<file path="src/rtl/uart_receiver.sv">
// 7-bit UART receiver: start, 7 data bits LSB first, even parity, stop; mid-bit sampling.
// Optional build macro UART_RX_MAJORITY_EN: 2-of-3 majority vote around each sample point.
module uart_receiver #(
  parameter int bowd_rate  = 9600,
  parameter int clk_pariod = 50
) (
  input  logic       clk,
  input  logic       rst,
  input  logic       in_serial_bit,
  output logic [6:0] recv_data,
  output logic       recv_valid,
  output logic       parity_err,
  output logic       frame_err,
  output logic       busy
);

  localparam int BIT_CLKS  = (1000000000 / bowd_rate) / clk_pariod;
  localparam int HALF_CLKS = BIT_CLKS / 2;
  localparam logic [15:0] BIT_LAST  = 16'(BIT_CLKS - 1);
  localparam logic [15:0] HALF_LAST = 16'(HALF_CLKS - 1);

  typedef enum logic [2:0] {IDLE, START, DATA, PARITY, STOP, WAIT_HIGH} state_e;

  state_e      state_q, state_d;
  logic [15:0] cnt_q, cnt_d;
  logic [2:0]  idx_q, idx_d;
  logic [6:0]  shift_q, shift_d;
  logic        parity_q, parity_d;
  logic [1:0]  sync_q, sync_d;
  logic        rx_prev_q, rx_prev_d;
  logic [1:0]  settle_q, settle_d;
  logic [6:0]  recv_data_q, recv_data_d;
  logic        recv_valid_q, recv_valid_d;
  logic        parity_err_q, parity_err_d;
  logic        frame_err_q, frame_err_d;

  logic rx_s, fall, sampling, at_target, decide, bit_val;

`ifdef UART_RX_MAJORITY_EN
  logic [1:0] hist_q, hist_d;
  logic       pend_q, pend_d;
`endif

  assign rx_s = sync_q[1];

  always_comb begin
    // NOTE: every combinational output gets a default first so no path can infer a latch.
    state_d      = state_q;
    cnt_d        = cnt_q;
    idx_d        = idx_q;
    shift_d      = shift_q;
    parity_d     = parity_q;
    recv_data_d  = recv_data_q;
    recv_valid_d = 1'b0;
    parity_err_d = parity_err_q;
    frame_err_d  = frame_err_q;
    sync_d       = {sync_q[0], in_serial_bit};
    rx_prev_d    = rx_s;
    settle_d     = (settle_q == 2'd3) ? settle_q : settle_q + 2'd1;

    // Edge detect is armed only once the synchronizer holds real line values,
    // so a line already low at reset release is not mistaken for a start bit.
    fall      = (settle_q == 2'd3) && rx_prev_q && !rx_s;
    sampling  = (state_q == START) || (state_q == DATA) ||
                (state_q == PARITY) || (state_q == STOP);
    at_target = (state_q == START) ? (cnt_q == HALF_LAST) : (cnt_q == BIT_LAST);

    if (sampling) cnt_d = at_target ? 16'd0 : cnt_q + 16'd1;

`ifdef UART_RX_MAJORITY_EN
    hist_d  = {hist_q[0], rx_s};
    pend_d  = sampling && at_target;
    decide  = pend_q && sampling;
    bit_val = (hist_q[1] & hist_q[0]) | (hist_q[1] & rx_s) | (hist_q[0] & rx_s);
`else
    decide  = sampling && at_target;
    bit_val = rx_s;
`endif

    case (state_q)
      IDLE: begin
        cnt_d = 16'd0;
        if (fall) state_d = START;
      end
      START: if (decide) begin
        if (bit_val) state_d = IDLE;
        else begin
          state_d = DATA;
          idx_d   = 3'd0;
        end
      end
      DATA: if (decide) begin
        shift_d = {bit_val, shift_q[6:1]};
        if (idx_q == 3'd6) state_d = PARITY;
        else               idx_d   = idx_q + 3'd1;
      end
      PARITY: if (decide) begin
        parity_d = bit_val;
        state_d  = STOP;
      end
      STOP: if (decide) begin
        recv_valid_d = 1'b1;
        recv_data_d  = shift_q;
        parity_err_d = ^{shift_q, parity_q};
        frame_err_d  = !bit_val;
        state_d      = bit_val ? IDLE : WAIT_HIGH;
      end
      WAIT_HIGH: begin
        cnt_d = 16'd0;
        if (rx_s) state_d = IDLE;
      end
      default: state_d = IDLE;
    endcase
  end

  always_ff @(posedge clk) begin
    // NOTE: reset is sampled on the clock edge; state uses non-blocking assignments only.
    if (rst) begin
      state_q      <= IDLE;
      cnt_q        <= '0;
      idx_q        <= '0;
      shift_q      <= '0;
      parity_q     <= 1'b0;
      sync_q       <= 2'b11;
      rx_prev_q    <= 1'b1;
      settle_q     <= '0;
      recv_data_q  <= '0;
      recv_valid_q <= 1'b0;
      parity_err_q <= 1'b0;
      frame_err_q  <= 1'b0;
    end else begin
      state_q      <= state_d;
      cnt_q        <= cnt_d;
      idx_q        <= idx_d;
      shift_q      <= shift_d;
      parity_q     <= parity_d;
      sync_q       <= sync_d;
      rx_prev_q    <= rx_prev_d;
      settle_q     <= settle_d;
      recv_data_q  <= recv_data_d;
      recv_valid_q <= recv_valid_d;
      parity_err_q <= parity_err_d;
      frame_err_q  <= frame_err_d;
    end
  end

`ifdef UART_RX_MAJORITY_EN
  always_ff @(posedge clk) begin
    if (rst) begin
      hist_q <= 2'b11;
      pend_q <= 1'b0;
    end else begin
      hist_q <= hist_d;
      pend_q <= pend_d;
    end
  end
`endif

  assign recv_data  = recv_data_q;
  assign recv_valid = recv_valid_q;
  assign parity_err = parity_err_q;
  assign frame_err  = frame_err_q;
  assign busy       = (state_q != IDLE);

endmodule

</file>
<file path="config.mk">
export PLATFORM = sky130hd
export DESIGN_NAME = uart_receiver
export DESIGN_NICKNAME = d
export VERILOG_FILES = /design/src/rtl/uart_receiver.sv
export SDC_FILE = /design/constraint.sdc
export NUM_CORES = 1
export LEC_CHECK = 0
export CAP_MARGIN = 15
export CORE_ASPECT_RATIO = 1.5
export CORE_MARGIN = 4
export CORE_UTILIZATION = 55
export CTS_BUF_LIST = sky130_fd_sc_hd__clkbuf_4 sky130_fd_sc_hd__clkbuf_8
export DETAILED_ROUTE_END_ITERATION = 16
export GPL_TIMING_DRIVEN = 0
export PLACE_DENSITY_LB_ADDON = 0.12
export SYNTH_ARGS = -nofsm -noshare
export SYNTH_HDL_FRONTEND = slang
export SYNTH_SLANG_ARGS = --single-unit
</file>
<file path="constraint.sdc">
create_clock -name clk -period 2 [get_ports clk]
set_input_delay 0.3 -clock clk [delete_from_list [all_inputs] [get_ports clk]]
set_output_delay 0.3 -clock clk [all_outputs]
set_load 0.02 [all_outputs]
</file>
# Word-level counts from Yosys, hierarchy flattened
# Cells that the tools add are included.
# op_classes
muxes,18
addsub,3
eq_ne,18
reduce_logical,18
bitwise_logic,1
# op_table
operator,n
2-to-1 mux 3 bit,12
one-hot mux 3 bit (6 select lines),1
adder 16 x 1 -> 16 bit (second input constant),1
== test 16 x 11 -> 1 bit (second input constant),1
== test 16 x 12 -> 1 bit (second input constant),1
2-to-1 mux 16 bit,1
!= test 2 bit (second input constant),8
== test 3 bit (second input constant),3
parity 8 bit,1
AND reduction 7 bit,1
== test 3 x 2 -> 1 bit (second input constant),2
one-hot mux 3 bit (2 select lines),1
AND reduction 2 bit,3
AND reduction 5 bit,1
adder 3 x 1 -> 3 bit (second input constant),1
== test 3 x 1 -> 1 bit (second input constant),1
logical AND 1 bit,3
zero test 3 bit,1
logical OR 1 bit,3
nonzero test 3 bit,1
OR reduction 3 bit,1
adder 2 x 1 -> 2 bit (second input constant),1
== test 2 bit (second input constant),1
2-to-1 mux 1 bit,2
6 further kinds,6
# totals
out_inout_bits,11
regBits,45
word_cells,70

# Depth between registers and ports, before layout
# Gate-level depths: netlist of run 1.
# depth
ltp_word,7
depth_mapped,6
ltp_nobuf,6

# Worst setup path after synthesis of run 1
# OpenSTA, ideal clock, no wires.
# synth_timing
path_kind,reg-to-reg
from,reg state_q[2]
to,reg cnt_q[3]
setup_ns,0.128
slack_ns,0.050
t_arrival_ns,1.822
period_less_slack_ns,1.950
t_required_ns,1.872
path_stages_with_launch,7
path_cell_list,dfxtp_1 buf_2 nor3b_1 mux2i_1 a31o_2 clkbuf_1 nor2_1
# synth_between
elab_chain_len,4
word_cells_on_any_way,12
# synth_rtl
item,line,source
"start, declared",24,"state_e state_q, state_d;"
"start signal, assigned",132,state_q <= state_d;
== test 3 x 1 -> 1 bit or == test 3 x 2 -> 1 bit (tied branches),"64, 66",
logical OR 1 bit (2 in a row),64,sampling = (state_q == START) || (state_q == DATA) ||
logical OR 1 bit,65,(state_q == PARITY) || (state_q == STOP);
"end signal, assigned",133,cnt_q <= cnt_d;
"end, declared",25,"logic [15:0] cnt_q, cnt_d;"
# Parallel ways exist; a longest one is shown, timed or not.
# A chain may end at the register's enable or synchronous reset.

# Worst setup path after layout of run 1
# layout_timing
from,reg state_q[0]
to,reg cnt_q[14]
# Same word-level chain as after synthesis.

==> results of run 1 <==
-- metal layers --
layer / up-vias / track usage (%) / routed length [microns]
met5: - / 0 / 0
met4: 0 / 12.6 / 159
met3: 17 / 4.31 / 118
met2: 39 / 36.2 / 2730
met1: 891 / 23.1 / 1940
li1: 914 / - / -
-- Yosys cell counts (4+ instances only) --
| master | instances | share of area (%) |
|---|---|---|
| dfxtp_1 | 45 | 42 |
| or4_1 | 4 | 1.4 |
| nand4_1 | 5 | 1.5 |
| or2_2 | 4 | 1.2 |
| nor4_1 | 5 | 1.5 |
| or3_1 | 6 | 1.7 |
| o21ai_0 | 7 | 1.6 |
| a21oi_1 | 8 | 1.9 |
| nand3_1 | 8 | 1.9 |
| mux2i_1 | 19 | 8.9 |
| nand2_1 | 27 | 4.7 |
| buf_2 | 5 | 1.2 |
| nor2_1 | 12 | 2.1 |
| xnor2_1 | 13 | 5.3 |
| a31oi_1 | 4 | 1.2 |
| ha_1 | 4 | 2.3 |
| o31ai_1 | 6 | 2.1 |
| inv_1 | 8 | 1.4 |
| clkbuf_1 | 6 | 1.0 |
-- flip-flops by register name (all words and copies together) (netlist names) --
name	cells
cnt_q	16
frame_err	1
idx_q	3
parity_err	1
parity_q	1
recv_data	7
recv_valid	1
rx_prev_q	1
settle_q	2
shift_q	7
state_q	3
sync_q	2
-- cell type report --
class	count	area, sq um
tap	43	53.8
timing repair buffer	25	220
fill	295	1120
buffer	12	82.6
inverter	8	30.0
clock inverter	1	5.00
clock buffer	7	96.3
multi-input combinational	170	1190
sequential	45	913
-- critical path, stage by stage, from the launching register on --
cell and delay (ps):
dfxtp_4 370, buf_6 130, nor3_4 50, buf_4 160
or3_1 360, clkbuf_4 170, or4_1 520, a21oi_2 120
-- per-stage QoR --
stage	power [mW]	TNS, ps	instances
2_1_floorplan	0.971	0	236
3_3_place_gp	0.986	-6160	292
6_report	1.58	0	311
3_5_place_dp	0.988	-6600	292
4_1_cts	1.60	0	303
5_1_grt	1.64	-41.3	311
-- worst min-delay path by stage --
stage	end	slack [ps]	cells past startpoint
after detailed placement	sync_q[1]	400	1
after CTS	sync_q[1]	420	1
after global routing	sync_q[1]	430	1
final	sync_q[1]	410	1
after global placement	sync_q[1]	400	1
after floorplan	sync_q[1]	390	1
-- where the power goes --
part,internal (mW),switching (mW)
Sequential,0.903,0.00735
Combinational,0.0260,0.0316
Clock,0.312,0.303
Total,1.24,0.342
-- cell families (layout without fill, tap and decap cells) --
kind of cell	Yosys count	after routing	share of synthesized area, %
and+or+nand+nor	92	92	23.2
muxes	20	20	9.38
adders and majority gates	4	4	2.33
DFF	45	45	42.0
xor gates and xnor gates	15	15	6.12
AOI/OAI and AO/OA	39	39	12.4
buffers and inverters	21	53	4.66
-- timing repair --
action | in CTS | in global routing
buffers inserted | 3 | 9
pin swaps | 1 | 3
hold buffers | 0 | 0
gates resized for setup | 7 | 18
setup endpoints to repair | 34 | 23
==> results.md, run 1 <==
* Status: complete, no violations
* Final Util at a little over two thirds
* Syn Std Cell Area at 2150 sq um
* Core area at 3720 sq um
* Post-synth ARST share at 0%
* Post-route cell area at approximately 2600 sq um
* Gr usage total at 21.1%
* CP endpoint kind: flip-flop
* Critical Path RT at approximately 2200 ps
* Commonest register cell after synthesis: dfxtp_1
* Post-synth EDFFs at 0
* R2R Path End: cnt_q[14]
* Final worst slack at between 50 and 60 ps
* Largest net degree at the start of global routing at 14
* Max-cap violation count at 0
* RR Startpoint: state_q[0]
* Remaining Overflow, GRT at 0
* Synthesized Nets at about 240
* Tcrit/Tclk final at 97.4%
* Netlist cell types at 46
* Root buf cell: clkbuf_8
* Most frequent cells in the layout: dfxtp_1 (41), nand2_1 (27), mux2i_1 (18)
* Critical path type: flip-flop to flip-flop
* Unrepaired setup endpoints after global routing: true
* Drt pass-1 iters at 4
* CP arrival at between 2000 and 2500 ps
* # H-tree levels at 2
* Clock latency on the worst-skew pair at 300 ps
* Clock Sinks at 45
* Nets at between 200 and 300
* Hpwl dp at 3360 microns
* # IOs at 14
* Fmax at around 510 MHz
* Place WS at -376 ps
* Placed Area at between 2000 and 2500 sq um
* Layout cells sized above 1 at between 10% and 20%
* HP Start: sync_q[0]
* Gpl congestion at 0.815
* Die Area at around 5000 sq um
* Aggregate routed wire length at a little under 5000 microns
* Via/cell ratio at between 5 and 6
* Post-synthesis sequential area ratio at a little over two fifths
* Die height at around 85 microns
* CP endpoint: cnt_q[14]
* Initial antenna violation count at 0
* Hold WS at 411 ps
* Max Slew Vio Count at 0
* Worst IR Drop VDD at around 700 uV
* Clock Tree Buf Depth at 2
* Die width at about 59 microns
* Routed WL per cell at ~16 microns
* # diodes at 0
* LEAKAGE at 0.934 nW
* Initial Util at ~58%
* Via count at between 1500 and 2000
* R2R setup slack at between 50 and 60 ps
* CTS Buf Count at 5
* Commonest non-fill, non-tap cell in the layout: dfxtp_1
* Reg clk slew, reported paths at ~90 ps
* Startpoint types: flip-flop
* Port Buf Inserts at 13
* Type of the worst min-delay path: flip-flop to flip-flop
* Crit-path max FO at 9
* Rel. slew slack at 65.3%
* Fin. Hold Viols at 0
* Yosys reg bits at 45
* Syn_area_per_cell at 9.10 sq um
* CTS tree: built
* Synth-to-Final Area Change at 20.9%
* Final setup fails at 0
* Clock period minus worst slack at slightly below 2000 ps
* Row count at 27
* Skew final at about 11 ps
* Vias in the first global route at 1874
* Pwr dens at a little over 600 nW/um^2
* Number of nets with antenna violations after routing at 0
* Violation count after the first detailed-routing iteration at 103
* Remaining DRCs at 0
* Synthesis Warnings at 0
* R2R depth at 7
* Slew @ Worst Pin at roughly 500 ps
* Post-Syn Instances at between 200 and 250
* Worst Setup SP: state_q[0]
* First-pass GRT wire length at between 8000 and 9000 microns
Power figures use the tool's default switching activity.
==> inputs of run 2 (changes only) <==
CORE_MARGIN = 2   (was 4)
PLACE_DENSITY = 0.78   (was unset)
PLACE_DENSITY_LB_ADDON = unset   (was 0.12)
==> run 2 against run 1 <==
Routed wire length down 7.0%. Critical path depth unchanged. Worst hold slack improved by 4.8 ps. Core utilization shrank 0.67 points. Largest cell class unchanged. Highest routed layer unchanged.
==> results.md, run 2 (same netlist as run 1, synthesis figures left out) <==
* Root buf cell: clkbuf_8 (unchanged)
* Core area at 3720 sq um (unchanged)
* Clock Sinks at 45 (unchanged)
* Initial antenna violation count at 0 (unchanged)
* Number of flip-flops in the largest register at 16 (unchanged)
* Gr usage total at 22.9% (was 21.1%)
* Die Area at 4430 sq um (was 4990 sq um)
* Clock latency on the worst-skew pair at 300 ps (about the same)
* Layout cells sized above 1 at 16.1% (was 17.5%)
* Clock period minus worst slack at 1920 ps (was 1950 ps)
* Most frequent cells in the layout: dfxtp_1 (41), nand2_1 (27), mux2i_1 (18) (unchanged)
* Via/cell ratio at 5.89 (was 5.98)
* Startpoint types: flip-flop (unchanged)
* CP endpoint kind: flip-flop (unchanged)
* # H-tree levels at 2 (unchanged)
* Max Slew Vio Count at 0 (unchanged)
* CTS Buf Count at 5 (unchanged)
* Nets at 273 (was 274)
* # diodes at 0 (unchanged)
* Place WS at -472 ps (was -376 ps)
* Hold WS at 416 ps (was 411 ps)
* Hpwl dp at 3200 microns (was 3360 microns)
* Skew final at 4.59 ps (was 11.5 ps)
* Worst IR Drop VDD at 534 uV (was 697 uV)
* Hold-fix buffers, CTS at 0 (unchanged)
* LEAKAGE at 0.919 nW (was 0.934 nW)
* Largest register by flop count: cnt_q (unchanged)
* Via count at 1826 (was 1861)
* Final setup fails at 0 (unchanged)
* Crit-path max FO at 8 (was 9)
* Fin. Hold Viols at 0 (unchanged)
* Violation count after the first detailed-routing iteration at 59 (was 103)
* # IOs at 14 (unchanged)
* Gpl congestion at 0.770 (was 0.815)
* Row count at 27 (unchanged)
* Port Buf Inserts at 13 (unchanged)
* Number of fill cells at 297 (was 295)
* Routed WL per cell at 14.8 microns (was 15.9 microns)
* Reg clk slew, reported paths at 80 ps (was 90 ps)
* Initial Util at 57.8% (unchanged)
* Critical Path RT at 2230 ps (was 2240 ps)
* Synth-to-Final Area Change at 19.8% (was 20.9%)
* Max-cap violation count at 0 (unchanged)
* Aggregate routed wire length at 4590 microns (was 4940 microns)
* Die width at 55.0 microns (was 59.0 microns)
* Pwr dens at 612 nW/um^2 (was 610 nW/um^2)
* Slew @ Worst Pin at 505 ps (was 513 ps)
* Remaining DRCs at 0 (unchanged)
* Drt pass-1 iters at 4 (unchanged)
* Number of nets with antenna violations after routing at 0 (unchanged)
* Rel. slew slack at 66.0% (was 65.3%)
* Type of the worst min-delay path: flip-flop to flip-flop (unchanged)
* Tcrit/Tclk final at 95.8% (was 97.4%)
* Largest net degree at the start of global routing at 14 (unchanged)
* CTS tree: built (unchanged)
* Final worst slack at 83.5 ps (was 51.7 ps)
* Fmax at 522 MHz (was 513 MHz)
* Remaining Overflow, GRT at 0 (unchanged)
* CP arrival at 2150 ps (was 2190 ps)
* Commonest non-fill, non-tap cell in the layout: dfxtp_1 (unchanged)
* Die height at 80.5 microns (was 84.5 microns)
* Critical path type: flip-flop to flip-flop (unchanged)
* First-pass GRT wire length at 7490 microns (was 8190 microns)
* Status: complete, no violations (unchanged)
* Vias in the first global route at 1731 (was 1874)
* Clock Tree Buf Depth at 2 (unchanged)
==> run 2: cell type report <==
type	count	area (sq um)	area share (%)
buffer	13	86.3	3.36
clock buffer	7	96.3	3.75
clock inverter	1	5.00	0.195
inverter	8	30.0	1.17
multi-input combinational	170	1180	45.9
sequential	45	913	35.5
tap	43	53.8	2.09
timing repair buffer	23	205	7.98
==> run 2: power breakdown <==
| part | switching (mW) | internal, mW | leakage [nW] |
|---|---|---|---|
| clock network | 0.295 | 0.312 | 0.0542 |
| registers | 0.00680 | 0.903 | 0.366 |
| logic | 0.0299 | 0.0258 | 0.498 |
==> run 2: worst max-delay path: stages, from the launching register on <==
cell and delay, ps:
dfxtp_1 320, buf_4 170, nor3_4 60, buf_4 150, or3_1 360, buf_4 170, or4_1 500, a21oi_1 120
==> run 2: stage by stage <==
stage,TNS (ps),power (mW),area (sq um),instances,utilization [%]
floorplan,0,0.971,2150,236,-
global placement,-7760,0.985,2330,292,62.7
detailed placement,-8780,0.987,2330,292,62.7
CTS,-62.3,1.59,2480,304,66.7
global route,-3.12,1.63,2570,310,69.2
finish,0,1.57,2570,310,69.2
==> run 2: worst paths after layout <==
check / depth (start not counted) / to / slack, ps / from
min: 1 / sync_q[1] / 420 / sync_q[0]
max reg2reg: 7 / cnt_q[15] / 80 / state_q[2]
max: 7 / cnt_q[15] / 80 / state_q[2]
min reg2reg: 1 / sync_q[1] / 420 / sync_q[0]
==> run 2: repair_timing <==
item                       4_1_cts  5_1_grt
pin swaps                        1        4
gates cloned                     0        0
setup endpoints to repair       38       20
hold endpoints to repair         0        0
setup buffers                    4        6
gates resized for setup          5       17
==> run 2: routing by layer <==
metal / track usage [%] / vias up / routed length, microns
li1: - / 915 / -
met1: 24.0 / 869 / 1810
met2: 41.8 / 34 / 2540
met3: 4.83 / 8 / 144
met4: 9.51 / 0 / 92
met5: 0 / - / 0
